### src/rtl/sys_ctrl_pkg.sv
// Shared definitions for the UART receive-side command decoder: FSM states,
// command byte codes and the fixed register-file slots used for ALU operands.
package sys_ctrl_pkg;

    typedef enum logic [3:0] {
        IDLE     = 4'd0,
        WR_ADDR  = 4'd1,
        WR_DATA  = 4'd2,
        RD_ADDR  = 4'd3,
        OPA      = 4'd4,
        OPB      = 4'd5,
        FUN      = 4'd6,
        WAIT_RD  = 4'd7,
        WAIT_ALU = 4'd8
    } state_e;

    localparam logic [7:0] CMD_RF_WR     = 8'hAA;
    localparam logic [7:0] CMD_RF_RD     = 8'hBB;
    localparam logic [7:0] CMD_ALU_W_OP  = 8'hCC;
    localparam logic [7:0] CMD_ALU_NO_OP = 8'hDD;

    localparam int OPA_ADDR = 0;
    localparam int OPB_ADDR = 1;

    // States that are mid-frame and waiting on another byte from the UART.
    function automatic logic is_timed_state(input state_e s);
        case (s)
            WR_ADDR, WR_DATA, RD_ADDR, OPA, OPB, FUN: is_timed_state = 1'b1;
            default:                                  is_timed_state = 1'b0;
        endcase
    endfunction

endpackage

### src/rtl/sys_ctrl_rx_timeout.sv
// Mid-frame inactivity counter: counts enabled cycles without a received byte
// and flags expiry when TIMEOUT_CYCLES idle cycles have elapsed.
module sys_ctrl_rx_timeout #(
    parameter int TIMEOUT_CYCLES = 255
) (
    input  logic i_clk,
    input  logic i_rst_n,
    input  logic i_en,
    input  logic i_clr,
    output logic o_expire
);
    localparam int CW = $clog2(TIMEOUT_CYCLES + 1);

    logic [CW-1:0] r_cnt;

    // Expiry is flagged on the edge that would complete the last idle cycle.
    assign o_expire = i_en && !i_clr && (r_cnt == CW'(TIMEOUT_CYCLES - 1));

    // Idle-cycle counter, cleared by any byte, by leaving a timed state or on expiry.
    always_ff @(posedge i_clk or negedge i_rst_n) begin
        if (!i_rst_n) begin
            r_cnt <= '0;
        end else if (i_clr || !i_en || o_expire) begin
            r_cnt <= '0;
        end else begin
            r_cnt <= r_cnt + 1'b1;
        end
    end

endmodule

### src/rtl/sys_ctrl_rx.sv
// Command decoder turning UART Rx byte frames into RF writes/reads and ALU ops.
// Optional mid-frame abort timer enabled by defining SYS_CTRL_RX_TIMEOUT_EN.
module sys_ctrl_rx
    import sys_ctrl_pkg::*;
#(
    parameter int DATA_WIDTH     = 8,
    parameter int ADDR_WIDTH     = 4,
    parameter int FUN_WIDTH      = 4,
    parameter int TIMEOUT_CYCLES = 255
) (
    input  logic                  CLK,
    input  logic                  RST,
    input  logic [DATA_WIDTH-1:0] RX_P_DATA,
    input  logic                  RX_D_VLD,
    input  logic                  RdData_Valid,
    input  logic                  OUT_Valid,
    output logic [ADDR_WIDTH-1:0] Address,
    output logic                  WrEn,
    output logic                  RdEn,
    output logic [DATA_WIDTH-1:0] WrData,
    output logic                  ALU_EN,
    output logic [FUN_WIDTH-1:0]  ALU_FUN,
    output logic                  CLK_EN
);
    state_e                r_state;
    state_e                w_state_dec;
    state_e                w_state_nxt;
    logic                  w_tmo_expire;
    logic [ADDR_WIDTH-1:0] w_addr_nxt;
    logic [DATA_WIDTH-1:0] w_wrdata_nxt;
    logic [FUN_WIDTH-1:0]  w_fun_nxt;
    logic                  w_wren_nxt;
    logic                  w_rden_nxt;
    logic                  w_aluen_nxt;
    logic                  w_clken_nxt;

`ifdef SYS_CTRL_RX_TIMEOUT_EN
    sys_ctrl_rx_timeout #(
        .TIMEOUT_CYCLES(TIMEOUT_CYCLES)
    ) u_timeout (
        .i_clk    (CLK),
        .i_rst_n  (RST),
        .i_en     (is_timed_state(r_state)),
        .i_clr    (RX_D_VLD),
        .o_expire (w_tmo_expire)
    );
`else
    assign w_tmo_expire = 1'b0;
`endif

    // State register and registered outputs.
    always_ff @(posedge CLK or negedge RST) begin
        if (!RST) begin
            r_state <= IDLE;
            Address <= '0;
            WrData  <= '0;
            ALU_FUN <= '0;
            WrEn    <= 1'b0;
            RdEn    <= 1'b0;
            ALU_EN  <= 1'b0;
            CLK_EN  <= 1'b0;
        end else begin
            r_state <= w_state_nxt;
            Address <= w_addr_nxt;
            WrData  <= w_wrdata_nxt;
            ALU_FUN <= w_fun_nxt;
            WrEn    <= w_wren_nxt;
            RdEn    <= w_rden_nxt;
            ALU_EN  <= w_aluen_nxt;
            CLK_EN  <= w_clken_nxt;
        end
    end

    // Next-state decode; bytes arriving in the wait states are simply dropped.
    always_comb begin
        w_state_dec = r_state;
        case (r_state)
            IDLE: begin
                if (RX_D_VLD) begin
                    case (RX_P_DATA[7:0])
                        CMD_RF_WR:     w_state_dec = WR_ADDR;
                        CMD_RF_RD:     w_state_dec = RD_ADDR;
                        CMD_ALU_W_OP:  w_state_dec = OPA;
                        CMD_ALU_NO_OP: w_state_dec = FUN;
                        default:       w_state_dec = IDLE;
                    endcase
                end else begin
                    w_state_dec = IDLE;
                end
            end
            WR_ADDR:  w_state_dec = RX_D_VLD ? WR_DATA : WR_ADDR;
            WR_DATA:  w_state_dec = RX_D_VLD ? IDLE    : WR_DATA;
            RD_ADDR:  w_state_dec = RX_D_VLD ? WAIT_RD : RD_ADDR;
            OPA:      w_state_dec = RX_D_VLD ? OPB     : OPA;
            OPB:      w_state_dec = RX_D_VLD ? FUN     : OPB;
            FUN:      w_state_dec = RX_D_VLD ? WAIT_ALU : FUN;
            WAIT_RD:  w_state_dec = RdData_Valid ? IDLE : WAIT_RD;
            WAIT_ALU: w_state_dec = OUT_Valid ? IDLE : WAIT_ALU;
            default:  w_state_dec = IDLE;
        endcase
        w_state_nxt = w_tmo_expire ? IDLE : w_state_dec;
    end

    // Output decode: values loaded into the output registers on the next edge.
    always_comb begin
        w_addr_nxt   = Address;
        w_wrdata_nxt = WrData;
        w_fun_nxt    = ALU_FUN;
        w_wren_nxt   = 1'b0;
        w_rden_nxt   = 1'b0;
        w_aluen_nxt  = 1'b0;
        w_clken_nxt  = CLK_EN;
        case (r_state)
            WR_ADDR: begin
                if (RX_D_VLD) begin
                    w_addr_nxt = RX_P_DATA[ADDR_WIDTH-1:0];
                end else begin
                    w_addr_nxt = Address;
                end
            end
            WR_DATA: begin
                if (RX_D_VLD) begin
                    w_wrdata_nxt = RX_P_DATA;
                    w_wren_nxt   = 1'b1;
                end else begin
                    w_wren_nxt   = 1'b0;
                end
            end
            RD_ADDR: begin
                if (RX_D_VLD) begin
                    w_addr_nxt = RX_P_DATA[ADDR_WIDTH-1:0];
                    w_rden_nxt = 1'b1;
                end else begin
                    w_rden_nxt = 1'b0;
                end
            end
            OPA, OPB: begin
                if (RX_D_VLD) begin
                    w_addr_nxt   = (r_state == OPA) ? ADDR_WIDTH'(OPA_ADDR)
                                                    : ADDR_WIDTH'(OPB_ADDR);
                    w_wrdata_nxt = RX_P_DATA;
                    w_wren_nxt   = 1'b1;
                end else begin
                    w_wren_nxt   = 1'b0;
                end
            end
            FUN: begin
                if (RX_D_VLD) begin
                    w_fun_nxt   = RX_P_DATA[FUN_WIDTH-1:0];
                    w_aluen_nxt = 1'b1;
                    w_clken_nxt = 1'b1;
                end else begin
                    w_aluen_nxt = 1'b0;
                end
            end
            WAIT_ALU: begin
                if (OUT_Valid) begin
                    w_clken_nxt = 1'b0;
                end else begin
                    w_clken_nxt = 1'b1;
                end
            end
            default: begin
                w_wren_nxt = 1'b0;
            end
        endcase
    end

endmodule

### config.mk
export PLATFORM = sky130hd
export DESIGN_NAME = sys_ctrl_rx
export DESIGN_NICKNAME = d
export VERILOG_FILES = /design/src/rtl/sys_ctrl_pkg.sv /design/src/rtl/sys_ctrl_rx_timeout.sv /design/src/rtl/sys_ctrl_rx.sv
export SDC_FILE = /design/constraint.sdc
export NUM_CORES = 1
export LEC_CHECK = 0
export ABC_AREA = 0
export CAP_MARGIN = 20
export CELL_PAD_IN_SITES_DETAIL_PLACEMENT = 0
export CELL_PAD_IN_SITES_GLOBAL_PLACEMENT = 1
export CORE_AREA = 2 2 62 64
export CTS_CLUSTER_SIZE = 28
export DETAILED_ROUTE_END_ITERATION = 12
export DIE_AREA = 0 0 64 66
export GPL_TIMING_DRIVEN = 0
export HOLD_SLACK_MARGIN = 0.12
export PLACE_DENSITY_LB_ADDON = 0.1
export SLEW_MARGIN = 5
export SYNTH_ARGS = -nofsm -noshare
export SYNTH_HDL_FRONTEND = slang
export SYNTH_HIERARCHICAL = 1
export SYNTH_SLANG_ARGS = --single-unit
export TNS_END_PERCENT = 30
### constraint.sdc
create_clock -name CLK -period 1.5 [get_ports CLK]
set_input_delay 0.225 -clock CLK [delete_from_list [all_inputs] [get_ports CLK]]
set_output_delay 0.225 -clock CLK [all_outputs]
set_load 0.01 [all_outputs]
# Word level (Yosys, flattened, before mapping)
# Cells that the tools add are included.
# op_classes
n_eq_ne,15
n_mux,22
n_reduce_logical,10
# op_table
op,n
4-bit one-hot mux with 9 select lines,1
8-bit equality test (second input constant),4
4-bit 2-to-1 mux,5
4-bit by 3-bit equality test with 1-bit output (second input constant),4
3-bit one-hot mux with 4 select lines,1
4-bit by 2-bit equality test with 1-bit output (second input constant),2
1-bit 2-to-1 mux,8
4-bit one-hot mux with 2 select lines,1
2-bit 2-to-1 mux,3
3-bit 2-to-1 mux,2
2-bit AND reduction,3
4-bit by 1-bit equality test with 1-bit output (second input constant),1
4-bit equality test (second input constant),1
4-bit logical NOT,1
2-bit inequality test (second input constant),2
2-bit nonzero test,2
2-bit OR reduction,2
3-bit AND reduction,1
3-bit OR reduction,1
2-bit by 1-bit inequality test with 1-bit output (second input constant),1
1-bit one-hot mux with 2 select lines,1
# totals
ff_bits,24
output_inout_bits,20
elab_cells,55

# Logic depth before layout (Yosys ltp)
# Gate-level depths: netlist of run 1.
# depth
ltp_word,4
mapped_depth,4
mapped_depth_nobuf,3

# Least setup slack after synthesis of run 1
# Ideal clock, no wire load.
# synth_timing
path_type,flip-flop to flip-flop
startpoint,register r_state[1]
endpoint,register Address[0]
setup_time_ns,0.125
arrival_ns,1.381
slack_ns,-0.006
path_stages_with_launch,4
path_buffers,0
synth_period_minus_slack_ns,1.506
path_cell_list,dfrtp_1 > or3b_1 > mux2_1 > mux2_2
# synth_via
elab_chain_len,4
elab_cells_between_ends,13
cone_classes,eq/ne (6); mux (3); reduce/logical (4)
# synth_rtl
element,line,source
"start, declared",sys_ctrl_rx.sv:25,state_e r_state;
"start signal, assigned",sys_ctrl_rx.sv:63,r_state <= w_state_nxt;
"4-bit by 3-bit equality test with 1-bit output, or another cell as far along","sys_ctrl_rx.sv:113, sys_ctrl_rx.sv:139",
"1-bit 2-to-1 mux, or another cell as far along",sys_ctrl_rx.sv:139,w_addr_nxt = (r_state == OPA) ? ADDR_WIDTH'(OPA_ADDR)
"4-bit 2-to-1 mux, or another cell as far along",sys_ctrl_rx.sv:138,if (RX_D_VLD) begin
4-bit one-hot mux with 2 select lines or 3-bit AND reduction (tied branches),--,
"end signal, assigned",sys_ctrl_rx.sv:64,Address <= w_addr_nxt;
"end, declared",sys_ctrl_rx.sv:17,"output logic [ADDR_WIDTH-1:0] Address,"
# Several ways; a longest one is shown, not always the timed one. The select of a mux whose other input is x is not followed.
# A chain may end at the register's enable or synchronous reset.

# Worst setup path in the final report of run 1
# Ends and elaborated chain as after synthesis.

==> metrics.txt, run 1 <==
run status=complete, but fails checks; failing checks=setup timing; fraction of final layout cells with drive strength greater than 1=0.277; count of final hold-check violations=0; post-route clock period utilization=1.01; vias per inst=about 4.7; pin count of the biggest net entering global routing=16; commonest cells after routing, fill and taps aside=23 x sky130_fd_sc_hd__dfrtp_1, 22 x sky130_fd_sc_hd__clkdlybuf4s50_1, 12 x sky130_fd_sc_hd__mux2_2; maximum ir drop on the vdd rail=between 0.7 and 0.8 mV; count of endpoints failing setup in the final report=1; Worst R2R Start=r_state[1]; setup slack after placement=-0.642 ns; area share of fa/ha/maj cells after synthesis=0; wirelength, routed=2540 um; net count after synthesis=104; Worst Setup SP=r_state[1]; worst setup slack after layout=-0.00926 ns; fraction of the core area covered by cells at the end of the flow=0.473; synth warn=6; type of the setup path with the least slack=reg2reg; clock root buffer master=sky130_fd_sc_hd__clkbuf_4; type of the most critical hold path=in2async; Detailed Routing Iterations Pass 1=6; first-pass GRT wire length=around 4300 um; CTS H-tree lvls=1; capturing element type of the critical path=flop; register area share after synthesis=0.549; all-layer global routing usage=0.134; count of antenna diodes in the layout=0; hpwl dp=between 1500 and 2000 um; highest-delay cell along the critical path=sky130_fd_sc_hd__dfrtp_1; flip-flop and latch count after synthesis=24; Overall Power=just over 3000 uW; Final #Nets=about 150; final-layout fill cell count=340; ANT nets after route=0; clock slew at the register clock pins of the worst setup and hold paths=0.13 ns; RSZ-0062 raised after global routing=yes; Post-Synthesis Mean Instance Area=roughly 12 sq um; share of cell area taken by muxes after synthesis=0.171; number of vias after detailed routing=863; TritonCTS Buffers=3; global route total overflow=0; max-cap violations=0; clk buf depth=2; starting density of the core=0.308; shortest clock period the worst path allows after layout=1.51 ns; post-layout instance count excluding filler cells=about 190; area share of and/or/nand/nor cells after synthesis=0.155; Worst path max stage delay=around 0.43 ns; critical path cell sequence=or3b_4 > mux2_4 > mux2_4; row count=22; Yosys cell types=31; vias in the first global route=approximately 930; Max transition margin=0.637; leakage power=0.000805 uW; synthesized-area fraction occupied by xor and xnor cells=0.00800; antenna violations before repair=0; TritonCTS sink count=24; die area=~0.0042 sq mm; routability congestion estimate from global placement=between 0.7 and 0.8; violation count after the first detailed-route iteration=between 40 and 50; area of the core region=approximately 0.0036 sq mm; largest family of logic cells by synthesized area=multiplexers; most common cell after layout, fill and taps aside=sky130_fd_sc_hd__dfrtp_1; # placed instances=172; CP startpoint kind=flop; data required time of the worst path=about 1.7 ns; maximum achievable frequency=roughly 660 MHz; Crit path arrival time=1.71 ns; final clock skew=between 0.007 and 0.008 ns; detailed-route DRC error count=0; detailed-route wire length per cell=roughly 14 um; Post-Synthesis Cell Area=about 0.0011 sq mm; Top cell by count, worst path=sky130_fd_sc_hd__mux2_4; later-pin clock latency in the skew report=0.30 ns; synth-to-layout area growth=53.5%; actual transition at the worst max-transition pin=between 0.5 and 0.6 ns; IO Count=33; share of the synthesized area in compound gates (AO/OA/AOI/OAI)=0.0846; floorplan die width=approximately 64 um; TritonCTS clock tree=built; PwrDens=around 1800 mW/mm^2; number of standard cells after synthesis=roughly 90; Die Y-Extent=around 66 um; final slew viol count=0; port buffer count=32; Worst Path Max Fanout=5
area by class of cell:
| type | count | area, sq um | share of cell area |
|---|---|---|---|
| multi-input combinational | 58 | 495 | 0.295 |
| timing repair buffer | 43 | 460 | 0.274 |
| inverter | 6 | 22.5 | 0.0134 |
| tap | 48 | 60.1 | 0.0357 |
| clock buffer | 3 | 22.5 | 0.0134 |
| sequential | 24 | 602 | 0.358 |
| buffer | 3 | 17.5 | 0.0104 |
per-stage QoR:
stage / hold WS, ns / TNS [ns] / cell area [sq um]
global placement: 0.488 / -10.72 / 1480
detailed placement: 0.494 / -8.34 / 1510
floorplan: -0.0706 / 0 / 1100
CTS: 0.257 / -0.0314 / 1610
global route: 0.281 / -0.0302 / 1680
finish: 0.255 / -0.00926 / 1680
per-layer routing:
| layer | GRT usage | part of all wire | vias up |
|---|---|---|---|
| li1 | - | - | 418 |
| met5 | 0 | 0 | - |
| met3 | 0.0273 | 0.063 | 2 |
| met1 | 0.177 | 0.47 | 417 |
| met4 | 0.0489 | 0.0067 | 0 |
| met2 | 0.215 | 0.46 | 26 |
flip-flops by register name (all words and copies together) (netlist names):
signal / count
ALU_EN: 1
RdEn: 1
r_state: 4
CLK_EN: 1
WrEn: 1
Address: 4
WrData: 8
ALU_FUN: 4
worst max-delay path: cells and delay by family (launching register included):
| kind | cells | cell delay (ns) |
|---|---|---|
| DFF | 1 | 0.43 |
| muxes | 2 | 0.55 |
| and+or+nand+nor | 1 | 0.41 |
where the power goes:
group / switching (uW) / leakage (uW) / internal (uW)
clock network: 180 / 0.0000138 / 93.6
logic: 691 / 0.000501 / 1010
registers: 154 / 0.000291 / 940
total: 1020 / 0.000805 / 2040
cells in the mapped netlist:
master | count | area [sq um]
sky130_fd_sc_hd__o21ai_2 | 1 | 8.76
sky130_fd_sc_hd__o32ai_1 | 2 | 17.5
sky130_fd_sc_hd__and2_1 | 1 | 6.26
sky130_fd_sc_hd__nand2b_1 | 2 | 12.5
sky130_fd_sc_hd__o21ai_0 | 2 | 10.0
sky130_fd_sc_hd__o221ai_1 | 1 | 8.76
sky130_fd_sc_hd__nor4bb_1 | 3 | 30.0
sky130_fd_sc_hd__nand4b_1 | 2 | 17.5
sky130_fd_sc_hd__dfrtp_1 | 24 | 601
sky130_fd_sc_hd__a22oi_1 | 1 | 7.51
sky130_fd_sc_hd__mux2_2 | 13 | 146
sky130_fd_sc_hd__xnor2_1 | 1 | 8.76
sky130_fd_sc_hd__nor3b_1 | 2 | 15.0
sky130_fd_sc_hd__mux2_1 | 1 | 11.3
sky130_fd_sc_hd__inv_1 | 6 | 22.5
sky130_fd_sc_hd__mux2i_1 | 3 | 30.0
sky130_fd_sc_hd__a311oi_1 | 1 | 8.76
sky130_fd_sc_hd__clkbuf_1 | 2 | 7.51
sky130_fd_sc_hd__nand3b_1 | 1 | 7.51
sky130_fd_sc_hd__or3b_1 | 1 | 8.76
sky130_fd_sc_hd__nor4b_1 | 1 | 8.76
sky130_fd_sc_hd__buf_2 | 1 | 5.00
sky130_fd_sc_hd__nand2_1 | 8 | 30.0
sky130_fd_sc_hd__o22ai_1 | 1 | 6.26
sky130_fd_sc_hd__a211oi_2 | 1 | 12.5
sky130_fd_sc_hd__nand3_1 | 1 | 5.00
sky130_fd_sc_hd__a21oi_1 | 1 | 5.00
sky130_fd_sc_hd__nor3_1 | 1 | 5.00
sky130_fd_sc_hd__nor2b_1 | 2 | 12.5
sky130_fd_sc_hd__a21boi_0 | 1 | 7.51
sky130_fd_sc_hd__nor2_1 | 3 | 11.3
worst paths after layout:
kind                         endpoint  slack [ns]  cells after the start
max                        Address[0]      -0.009                      3
min                         WrData[4]        0.26                      1
max reg2reg                Address[0]      -0.009                      3
min reg2reg                 WrData[1]        0.52                      1
max in group asynchronous  r_state[3]        0.77                      2
min in group CLK                 RdEn        0.40                      3
logic make-up (layout without fill, tap and decap cells):
group | Yosys count | after routing
xor gates and xnor gates | 1 | 1
and+or+nand+nor | 28 | 28
DFF | 24 | 24
AOI/OAI and AO/OA | 12 | 12
buffers and inverters | 9 | 55
muxes | 17 | 17
timing repair:
item                       4_1_cts  5_1_grt
setup endpoints to repair       15       25
resized for setup                4       18
setup buffers                    8        2
hold buffers                     0        0
gates cloned                     0        0
pin swaps                        3        2
Note: power is estimated with default switching activity, not from simulation.
==> run 2, diff against run 1 <==
- CORE_AREA: 2 2 62 64 -> 10 10 70 72
- DIE_AREA: 0 0 64 66 -> 0 0 80 82
==> metrics.txt, run 2 (synthesized netlist as in run 1, its figures left out) <==
final slew viol count=0; Routed met2 length=about 1300 um; Sum Neg Setup Slack=-0.0358 ns; violation count after the first detailed-route iteration=34; run status=complete, but fails checks; clock slew at the register clock pins of the worst setup and hold paths=around 0.13 ns; die area=about 0.0066 sq mm; Final #Nets=148; count of endpoints failing setup in the final report=1; global route total overflow=0; combinational cell fraction of total power=0.519; maximum ir drop on the vdd rail=just under 0.7 mV; TritonCTS clock tree=built; critical path cell sequence=or3b_4 > mux2_4 > mux2_4; actual transition at the worst max-transition pin=slightly above 0.7 ns; hpwl dp=~2000 um; count of antenna diodes in the layout=0; leakage power=0.000822 uW; length of routed met3 wiring=~270 um; capturing element type of the critical path=flop; Detailed Routing Iterations Pass 1=4; shortest clock period the worst path allows after layout=between 1.5 and 2 ns; row count=22; part of the total power dissipated in sequential elements=0.367; number of vias after detailed routing=860; first-pass GRT wire length=~4500 um; worst path bufs/invs=0; max-cap violations=0; Die Y-Extent=~82 um; Top cell by count, worst path=sky130_fd_sc_hd__mux2_4; post-route clock period utilization=1.02; PwrDens=around 1800 mW/mm^2; Crit path arrival time=approximately 1.8 ns; port buffer count=32; Biggest register=WrData; worst setup slack after layout=-0.0358 ns; starting density of the core=0.306; area of the core region=approximately 0.0036 sq mm; routability congestion estimate from global placement=0.766; clock network power share=0.114; TritonCTS Buffers=3; synth-to-layout area growth=50.6%; Max transition margin=0.525; Worst Path Max Fanout=6; data required time of the worst path=approximately 1.7 ns; later-pin clock latency in the skew report=approximately 0.31 ns; final clock skew=roughly 0.003 ns; wirelength, routed=around 2700 um; net switching power=slightly above 1000 uW; all-layer global routing usage=0.0871; CP startpoint kind=flop; uppermost metal layer occupied by signal nets=met4; fraction of the core area covered by cells at the end of the flow=0.461; cell family with most CP delay=multiplexers; pin count of the biggest net entering global routing=16; floorplan die width=around 80 um; maximum achievable frequency=about 650 MHz; antenna violations before repair=0; IO Count=33; clock root buffer master=sky130_fd_sc_hd__clkbuf_4; count of final hold-check violations=0; length of routed wiring on met1=between 1000 and 1500 um; ANT nets after route=0; vias in the first global route=928; P_int=2000 uW; clk buf depth=2; failing checks=setup timing; highest-delay cell along the critical path=sky130_fd_sc_hd__dfrtp_2; most common cell after layout, fill and taps aside=sky130_fd_sc_hd__dfrtp_1; type of the most critical hold path=in2async; detailed-route wire length per cell=15.1 um; detailed-route DRC error count=0; CTS H-tree lvls=1; Worst path max stage delay=0.47 ns; commonest cells after routing, fill and taps aside=21 x sky130_fd_sc_hd__dfrtp_1, 16 x sky130_fd_sc_hd__clkdlybuf4s50_1, 16 x sky130_fd_sc_hd__dlymetal6s2s_1; Largest register FFs=8; TritonCTS sink count=24; RSZ-0062 raised after global routing=yes; vias per inst=~4.7; type of the setup path with the least slack=reg2reg; cts hold-fix bufs=0; fraction of final layout cells with drive strength greater than 1=0.261; net switching fraction of the power=0.337
run 2: metrics by stage:
| stage | total power [uW] | hold WS, ns | cell area, sq um | setup WS (ns) | std cells |
|---|---|---|---|---|---|
| 2_1_floorplan | 1880 | -0.0706 | 1100 | 0.0152 | 91 |
| 3_3_place_gp | 2590 | 0.489 | 1480 | -0.571 | 171 |
| 3_5_place_dp | 2610 | 0.494 | 1490 | -0.565 | 172 |
| 4_1_cts | 2990 | 0.343 | 1540 | -0.0955 | 177 |
| 5_1_grt | 3260 | 0.363 | 1650 | -0.108 | 182 |
| 6_report | 3010 | 0.321 | 1650 | -0.0358 | 182 |
run 2: repair_timing:
action	CTS	global route
setup buffers	1	5
pin swaps	1	3
resized for setup	2	26
endpoints found under the setup margin	14	34
run 2: path summary, 6_finish.rpt:
kind                             from    endpoint  slack, ns  depth (start not counted)
min reg2reg                 WrData[1]   WrData[1]       0.52                          1
min in group CLK            OUT_Valid      CLK_EN       0.51                          2
min                               RST        RdEn       0.32                          1
max reg2reg                r_state[3]  Address[0]      -0.04                          3
max                        r_state[3]  Address[0]      -0.04                          3
max in group asynchronous         RST  r_state[1]       0.65                          2
run 2: worst reg2reg max path, stage by stage (launching register included):
cell and delay (ns):
sky130_fd_sc_hd__dfrtp_2 0.47, sky130_fd_sc_hd__or3b_4 0.42, sky130_fd_sc_hd__mux2_4 0.30, sky130_fd_sc_hd__mux2_4 0.25
run 2: cell type report:
cell class	instances	area (sq um)
fillers	341	1930
well taps	48	60.1
repair buffers	39	420
flip-flops and latches	24	604
plain buffers	3	20.0
inverters	6	22.5
clock buffers	4	36.3
multi-input cells	58	485
run 2: power groups by stage:
stage	logic [uW]	clock network, uW	registers [uW]
after global placement	1480	0	1110
after CTS	1520	362	1110
after floorplan	658	0	1220
after global routing	1710	391	1150
final	1560	343	1110
after detailed placement	1490	0	1120
run 2: metal layers:
metal	up-vias	global-route usage
met4	0	0.0317
met3	2	0.0437
li1	413	-
met1	418	0.0967
met2	27	0.141
met5	-	0
==> run 3, diff against run 2 <==
- SKIP_LAST_GASP: not set -> 1
- TNS_END_PERCENT: 30 -> 20
==> metrics.txt, run 3 (synthesized netlist as in run 1, its figures left out) <==
Biggest register=WrData; CP startpoint kind=flop; Die Y-Extent=82 um; Sum Neg Setup Slack=-0.283 ns; Largest register FFs=8; count of final hold-check violations=0; maximum achievable frequency=around 640 MHz; type of the setup path with the least slack=reg2reg; Worst path max stage delay=between 0.4 and 0.5 ns; area of the core region=0.00358 sq mm; TritonCTS sink count=24; leakage power=approximately 0.00065 uW; pin count of the biggest net entering global routing=16; IO Count=33; RSZ-0062 raised after global routing=yes; final clock skew=around 0.003 ns; data required time of the worst path=1.72 ns; Critical R2R Capture=Address[0]; all-layer global routing usage=0.0869; commonest cells after routing, fill and taps aside=32 x sky130_fd_sc_hd__clkdlybuf4s50_1, 21 x sky130_fd_sc_hd__dfrtp_1, 13 x sky130_fd_sc_hd__mux2_2; port buffer count=32; floorplan die width=80 um; routability congestion estimate from global placement=around 0.77; antenna violations before repair=0; setup slack after placement=-0.565 ns; Max transition margin=0.515; vias per inst=4.75; maximum ir drop on the vdd rail=0.681 mV; most common cell after layout, fill and taps aside=sky130_fd_sc_hd__clkdlybuf4s50_1; TritonCTS clock tree=built; Worst Setup SP=r_state[3]; detailed-route DRC error count=0; clk buf depth=2; ANT nets after route=0; synth-to-layout area growth=45.0%; capturing element type of the critical path=flop; vias in the first global route=just over 900; run status=complete, but fails checks; worst setup slack after layout=-0.0648 ns; cts hold-fix bufs=0; Overall Power=3030 uW; post-route clock period utilization=1.04; Final #Nets=around 150; clock slew at the register clock pins of the worst setup and hold paths=around 0.13 ns; violation count after the first detailed-route iteration=25; critical path cell sequence=or3b_4 > mux2_1 > mux2_2; hpwl dp=approximately 2100 um; number of vias after detailed routing=between 800 and 900; Detailed Routing Iterations Pass 1=2; setup slack on the worst flop-to-flop path=-0.06 ns; detailed-route wire length per cell=15.0 um; later-pin clock latency in the skew report=0.31 ns; global route total overflow=0; PwrDens=approximately 1900 mW/mm^2; failing checks=setup timing; highest-delay cell along the critical path=sky130_fd_sc_hd__dfrtp_2; starting density of the core=0.306; clock root buffer master=sky130_fd_sc_hd__clkbuf_4; die area=0.00656 sq mm; TritonCTS Buffers=3; fraction of final layout cells with drive strength greater than 1=0.239; Worst Path Max Fanout=6; last element of the critical path=Address[0]; wirelength, routed=~2700 um; max-cap violations=0; type of the most critical hold path=in2async; shortest clock period the worst path allows after layout=between 1.5 and 2 ns; Worst Reg-to-Reg Cells=3; actual transition at the worst max-transition pin=roughly 0.72 ns; CTS H-tree lvls=1; count of antenna diodes in the layout=0; final slew viol count=0; first-pass GRT wire length=approximately 4500 um; count of endpoints failing setup in the final report=9; Crit path arrival time=between 1.5 and 2 ns; row count=22; Worst R2R Start=r_state[3]
## run 3: repair_timing
item,CTS,global route
resized for setup,0,5
pin swaps,1,2
setup endpoints to repair,14,34
setup buffers,1,5
gates cloned,0,0
## run 3: stage by stage
stage / cell area [sq um] / hold WS [ns] / util / cells
detailed placement: 1490 / 0.494 / 0.417 / 172
global route: 1590 / 0.363 / 0.444 / 182
CTS: 1540 / 0.343 / 0.429 / 177
global placement: 1480 / 0.489 / 0.413 / 171
finish: 1590 / 0.327 / 0.444 / 182
floorplan: 1100 / -0.0706 / - / 91
## run 3: how the worst min path moves through the flow
stage                       to  slack (ns)
global route            CLK_EN        0.36
detailed placement  ALU_FUN[2]        0.49
CTS                       RdEn        0.34
global placement    ALU_FUN[1]        0.49
finish                    RdEn        0.33
floorplan               ALU_EN       -0.07
## run 3: cell type report
cell class                 instances  area (sq um)
timing repair buffer              39           380
sequential                        24           604
fill                             345          1990
clock buffer                       4          36.3
buffer                             3          12.5
multi-input combinational         58           472
inverter                           6          22.5
tap                               48          60.1
## run 3: critical path, delay by kind of cell, from the launching register on
kind             cells  cell delay [ns]
multiplexers         2             0.58
flip-flops           1             0.48
AND/OR/NAND/NOR      1             0.41
## run 3: per-layer routing
| metal | track usage | vias up | wire [um] |
|---|---|---|---|
| li1 | - | 412 | - |
| met1 | 0.0961 | 425 | 1150 |
| met2 | 0.141 | 23 | 1260 |
| met3 | 0.0437 | 4 | 283 |
| met4 | 0.0317 | 0 | 29 |
| met5 | 0 | - | 0 |
## run 3: power breakdown
group / leakage [uW] / internal (uW) / switching [uW]
clock network: 0.0000210 / 148 / 193
registers: 0.000289 / 944 / 170
logic: 0.000345 / 920 / 650
total: 0.000655 / 2010 / 1010
